### src/rtl/mem_access_stage.sv
// mem_access_stage: RV32 MEM stage driving a req/gnt/rvalid data-memory port, with load extension and a watchdog.
// Define MEM_MISALIGN_EXC_EN to flag misaligned halfword/word accesses instead of issuing them.
module mem_access_stage #(
  parameter int unsigned MAX_WAIT = 255
) (
  input  logic        clk,
  input  logic        rst_n,
  input  logic        mem_read_i,
  input  logic        mem_write_i,
  input  logic [2:0]  funct3_i,
  input  logic [31:0] addr_i,
  input  logic [31:0] store_data_i,
  output logic        dm_req_o,
  output logic        dm_we_o,
  output logic [31:0] dm_addr_o,
  output logic [3:0]  dm_be_o,
  output logic [31:0] dm_wdata_o,
  input  logic        dm_gnt_i,
  input  logic        dm_rvalid_i,
  input  logic [31:0] dm_rdata_i,
  output logic [31:0] loaddata_o,
  output logic        mem_stall_o,
  output logic        bus_err_o,
  output logic        misalign_o
);

  localparam int unsigned CNT_W = $clog2(MAX_WAIT + 1);
  localparam logic [CNT_W-1:0] EXPIRE_AT = CNT_W'(MAX_WAIT - 1);

  typedef enum logic [1:0] {IDLE, REQ, WAIT_R, DONE} state_t;

  state_t           state, state_next;
  logic [CNT_W-1:0] wait_cnt;
  logic [2:0]       lat_funct3;
  logic [1:0]       lat_offset;
  logic             lat_load;

  logic is_load, is_store, load_legal, store_legal;
  logic access, misaligned, start, expired;
  logic req, stall, abort, flag_misalign;
  logic [3:0]  be;
  logic [31:0] wdata;

  // A load wins when both strobes are set.
  assign is_load     = mem_read_i;
  assign is_store    = mem_write_i & ~mem_read_i;
  assign load_legal  = funct3_i inside {3'b000, 3'b001, 3'b010, 3'b100, 3'b101};
  assign store_legal = funct3_i inside {3'b000, 3'b001, 3'b010};
  assign access      = (is_load & load_legal) | (is_store & store_legal);

`ifdef MEM_MISALIGN_EXC_EN
  assign misaligned = access &
                      (((funct3_i[1:0] == 2'b01) & addr_i[0]) |
                       ((funct3_i[1:0] == 2'b10) & (|addr_i[1:0])));
`else
  assign misaligned = 1'b0;
`endif

  assign start   = access & ~misaligned;
  assign expired = (wait_cnt >= EXPIRE_AT);

  always_comb begin
    be    = 4'b1111;
    wdata = store_data_i;
    if (is_store) begin
      unique case (funct3_i[1:0])
        2'b00: begin
          be    = 4'b0001 << addr_i[1:0];
          wdata = {4{store_data_i[7:0]}};
        end
        2'b01: begin
          be    = addr_i[1] ? 4'b1100 : 4'b0011;
          wdata = {2{store_data_i[15:0]}};
        end
        default: ;
      endcase
    end
  end

  // NOTE: every output of this block gets a default first, so no path through the case can infer a latch.
  always_comb begin
    state_next    = state;
    req           = 1'b0;
    stall         = 1'b0;
    abort         = 1'b0;
    flag_misalign = 1'b0;
    unique case (state)
      IDLE: begin
        flag_misalign = misaligned;
        if (start) begin
          req   = 1'b1;
          stall = 1'b1;
          if (dm_gnt_i) state_next = is_load ? WAIT_R : DONE;
          else          state_next = REQ;
        end
      end
      REQ: begin
        req   = 1'b1;
        stall = 1'b1;
        // A grant in the expiry cycle beats the abort.
        if (dm_gnt_i) begin
          state_next = lat_load ? WAIT_R : DONE;
        end else if (expired) begin
          abort      = 1'b1;
          state_next = DONE;
        end
      end
      WAIT_R: begin
        stall = 1'b1;
        if (dm_rvalid_i) begin
          state_next = DONE;
        end else if (expired) begin
          abort      = 1'b1;
          state_next = DONE;
        end
      end
      DONE: state_next = IDLE;
      default: state_next = IDLE;
    endcase
  end

  // NOTE: sequential state uses non-blocking assignments so every register samples pre-edge values.
  always_ff @(posedge clk or negedge rst_n) begin
    if (!rst_n) begin
      state      <= IDLE;
      wait_cnt   <= '0;
      lat_funct3 <= '0;
      lat_offset <= '0;
      lat_load   <= 1'b0;
    end else begin
      state    <= state_next;
      wait_cnt <= (state == REQ || state == WAIT_R) ? wait_cnt + 1'b1 : '0;
      if (state == IDLE && start) begin
        lat_funct3 <= funct3_i;
        lat_offset <= addr_i[1:0];
        lat_load   <= is_load;
      end
    end
  end

  function automatic logic [31:0] extend_load(input logic [31:0] word,
                                              input logic [2:0]  f3,
                                              input logic [1:0]  offset);
    logic [7:0]  byte_sel;
    logic [15:0] half_sel;
    logic [31:0] result;
    unique case (offset)
      2'd0: byte_sel = word[7:0];
      2'd1: byte_sel = word[15:8];
      2'd2: byte_sel = word[23:16];
      default: byte_sel = word[31:24];
    endcase
    half_sel = offset[1] ? word[31:16] : word[15:0];
    unique case (f3)
      3'b000:  result = {{24{byte_sel[7]}}, byte_sel};
      3'b001:  result = {{16{half_sel[15]}}, half_sel};
      3'b100:  result = {24'b0, byte_sel};
      3'b101:  result = {16'b0, half_sel};
      default: result = word;
    endcase
    return result;
  endfunction

  always_ff @(posedge clk or negedge rst_n) begin
    if (!rst_n) begin
      loaddata_o <= '0;
    end else if (state == WAIT_R && dm_rvalid_i) begin
      loaddata_o <= extend_load(dm_rdata_i, lat_funct3, lat_offset);
    end else if (abort) begin
      loaddata_o <= '0;
    end
  end

  // NOTE: status outputs are also gated by rst_n so reset silences them even while IDLE decodes a requesting instruction.
  assign dm_req_o    = rst_n & req;
  assign mem_stall_o = rst_n & stall;
  assign bus_err_o   = rst_n & abort;
  assign misalign_o  = rst_n & flag_misalign;

  assign dm_we_o    = is_store;
  assign dm_addr_o  = {addr_i[31:2], 2'b00};
  assign dm_be_o    = be;
  assign dm_wdata_o = wdata;

endmodule

### config.mk
export PLATFORM = sky130hd
export DESIGN_NAME = mem_access_stage
export DESIGN_NICKNAME = d
export VERILOG_FILES = /design/src/rtl/mem_access_stage.sv
export SDC_FILE = /design/constraint.sdc
export NUM_CORES = 1
export LEC_CHECK = 0
export CAP_MARGIN = 15
export CORE_MARGIN = 2
export CORE_UTILIZATION = 41
export CTS_BUF_LIST = sky130_fd_sc_hd__clkbuf_4 sky130_fd_sc_hd__clkbuf_8
export DETAILED_ROUTE_END_ITERATION = 7
export PLACE_DENSITY = 0.89
export SLEW_MARGIN = 20
export SYNTH_ARGS = -nofsm -noshare
export SYNTH_HDL_FRONTEND = slang
export SYNTH_SLANG_ARGS = --single-unit
export TNS_END_PERCENT = 10
### constraint.sdc
create_clock -name clk -period 5 [get_ports clk]
set_clock_uncertainty 0.1 [all_clocks]
set_input_delay 1 -clock clk [delete_from_list [all_inputs] [get_ports clk]]
set_output_delay 1 -clock clk [all_outputs]
set_load 0.1 [all_outputs]
==> impl_metrics.env <==
export IMPL_synth_yosys_warnings=0
export IMPL_cts_root_buf="clkbuf_8"
export IMPL_groute_usage_overall_pct=20.9
export IMPL_routabilityCongestion=0.804
export IMPL_ant_nets=0
export IMPL_cp_arrival_ns=3.07
export IMPL_placedCellCount=523
export IMPL_synthTopCellsByArea="dfrtp_1 37%, buf_4 9.7%, mux2_1 5.5%"
export IMPL_worst_pin_slew_ns=0.989
export IMPL_grt_setup_unrepaired="false"
export IMPL_max_stage_delay_ns=0.63
export IMPL_ys_flop_type="dfrtp_1"
export IMPL_finalSetupTns_ns=0
export IMPL_path_max_fanout=8
export IMPL_dieHeight_um=93.1
export IMPL_num_rows=32
export IMPL_end_kind="output pin"
export IMPL_htree_levels=2
export IMPL_hold_path_class="flop to flop"
export IMPL_crit_chain="clkdlybuf4s50_1 > nor2b_2 > nor2b_2 > nor2b_1 > mux2_1 > buf_12"
export IMPL_dr_first_iter_drc_count=86
export IMPL_async_reset_ff_share_pct=100
export IMPL_grt_pass1_wl_um=14500
export IMPL_clkSinkCount=48
export IMPL_synth_top_area_share_pct=36.9
export IMPL_final_util_pct=60.2
export IMPL_power_density_nw_per_um2=673
export IMPL_overflow=0
export IMPL_area_growth_pct=43.0
export IMPL_die_w_um=93.1
export IMPL_dp_hpwl_um=7180
export IMPL_slew_headroom_pct=33.8
export IMPL_nets=539
export IMPL_drive_gt1_share_pct=17.2
export IMPL_pre_cts_ws_ns=0.832
export IMPL_crit_top_cell="nor2b_2"
export IMPL_cts_setup_buffers=0
export IMPL_syn_area_um2=3260
export IMPL_clock_path_buffers=2
export IMPL_post_synth_num_cell_types=52
export IMPL_avgSynthCellArea_um2=9.87
export IMPL_routedWlPerCell_um=17.6
export IMPL_drc_errors=0
export IMPL_dieArea_um2=8670
export IMPL_crit_type="primary input to output pin"
export IMPL_final_cells=531
export IMPL_coreArea_um2=7730
export IMPL_setup_viol=0
export IMPL_antenna_found_initial=0
export IMPL_finalHoldViolCount=0
export IMPL_num_fill_cells=647
export IMPL_ioPinCount=210
export IMPL_place_area_um2=4520
export IMPL_portBuffers=146
export IMPL_fin_crit_ns=4.17
export IMPL_slew_violations=0
export IMPL_finalCritPeriodShare_pct=83.4
export IMPL_cts_resized=0
export IMPL_grt_pass1_vias=3020
export IMPL_crit_required_ns=3.90
export IMPL_cp_slowest_cell="nor2b_1"
export IMPL_p_leak_nw=1.95
export IMPL_netlist_instances=330
export IMPL_finalWirelength_um=9350
export IMPL_holdBufCountCts=0
export IMPL_ir_worst_vdd_mv=0.279
export IMPL_clkTransAtPathRegs_ns=0.10
export IMPL_worst_setup_path_start_kind="primary input"
export IMPL_insertedDiodeCount=0
export IMPL_routed_via_density=5.56
export IMPL_synth_edf_count=0
export IMPL_grt_max_degree=49
export IMPL_clock_latency_ns=0.30
export IMPL_synth_top_area_cell="dfrtp_1"
export IMPL_postLayoutCellArea_um2=4660
export IMPL_cts_tree="done"
export IMPL_status="finished clean"
export IMPL_fmax_mhz=240
export IMPL_ys_seq_area_share_pct=36.9
export IMPL_setup_slack_ns=0.828
export IMPL_initial_core_util_pct=42.1
export IMPL_ys_ff_latch=48
export IMPL_whs_ns=0.407
export IMPL_dr_pass1_iters=4
export IMPL_fin_total_pwr_mw=3.13
export IMPL_cts_buffers_inserted=5
export IMPL_cap_violations=0
export IMPL_dr_total_vias=2951
## Yosys cell counts (8+ instances only)
library cell and n:
a221o_1 17, nor2_1 20, mux2i_1 17, dfrtp_1 48, clkbuf_1 9, nor2b_1 16
o22ai_1 10, o21ai_0 12, a22o_1 8, buf_4 42, inv_1 10, mux2_1 16
nand2_1 11, a21oi_1 21
## critical path, delay by kind of cell
kind	cells	cell delay [ns]
buffers and inverters	2	0.68
AND/OR/NAND/NOR	3	0.95
multiplexers	1	0.43
## flip-flops by register name, indices dropped and copies added (netlist names)
register,cells
lat_funct3,3
lat_load,1
lat_offset,2
state,2
wait_cnt,8
loaddata_o,32
## routing by layer
metal | GRT usage, % | routed length [µm] | vias up
met3 | 3.95 | 687 | 22
met5 | 0 | 0 | -
met2 | 36.7 | 4670 | 136
li1 | - | - | 1364
met1 | 25.9 | 3780 | 1429
met4 | 6.86 | 214 | 0
## cell type report
class	instances	area, µm²	area share (%)
clock buffer	5	68.8	1.48
timing repair buffer	150	1500	32.2
tap	102	128	2.74
inverter	10	37.5	0.806
sequential	48	1200	25.8
multi-input combinational	213	1650	35.4
clock inverter	3	68.8	1.48
## report_power, final
part           total [mW]  internal, mW  switching (mW)
Sequential          0.731         0.552           0.179
Clock               0.338         0.201           0.137
Combinational        2.07         0.596            1.47
Total                3.13          1.35            1.78
## final timing paths
path,start,to,slack [ns],cells after the start
worst max-delay path,mem_read_i,dm_wdata_o[9],0.83,6
min in group asynchronous,rst_n,loaddata_o[20]$_DFFE_PN0P_,0.79,2
max in group asynchronous,rst_n,loaddata_o[8]$_DFFE_PN0P_,3.59,2
worst min-delay path,loaddata_o[6]$_DFFE_PN0P_,loaddata_o[6]$_DFFE_PN0P_,0.41,1
worst min register to register,loaddata_o[6]$_DFFE_PN0P_,loaddata_o[6]$_DFFE_PN0P_,0.41,1
worst max register to register,lat_offset[1]$_DFFE_PN0P_,loaddata_o[15]$_DFFE_PN0P_,2.65,4
## cell families (layout without fill, tap and decap cells)
logic type	after synthesis	after routing	share of synthesized area, %
AOI/OAI and AO/OA	96	96	22.4
buffers and inverters	71	168	13.7
xor gates and xnor gates	4	4	1.08
other	1	3	0.115
adders and majority gates	6	6	2.31
muxes	38	38	12.8
and+or+nand+nor	66	66	10.6
DFF	48	48	36.9
## cells in the final DEF (no fill, tap or decap), types with 5 or more instances in the layout
cell and count:
nand2_1 11, nand2b_1 5, o22ai_1 10, o2bb2ai_1 6
a22o_1 8, clkdlybuf4s50_1 106, a21oi_2 8, ha_1 6
mux2_1 16, nor2b_1 14, mux2i_1 17, a21oi_1 13
clkbuf_8 5, inv_1 10, nor2_1 20, dfrtp_1 48
o21ai_0 12, a221o_1 17, buf_12 9, buf_4 34
Power figures use the tool's default switching activity.
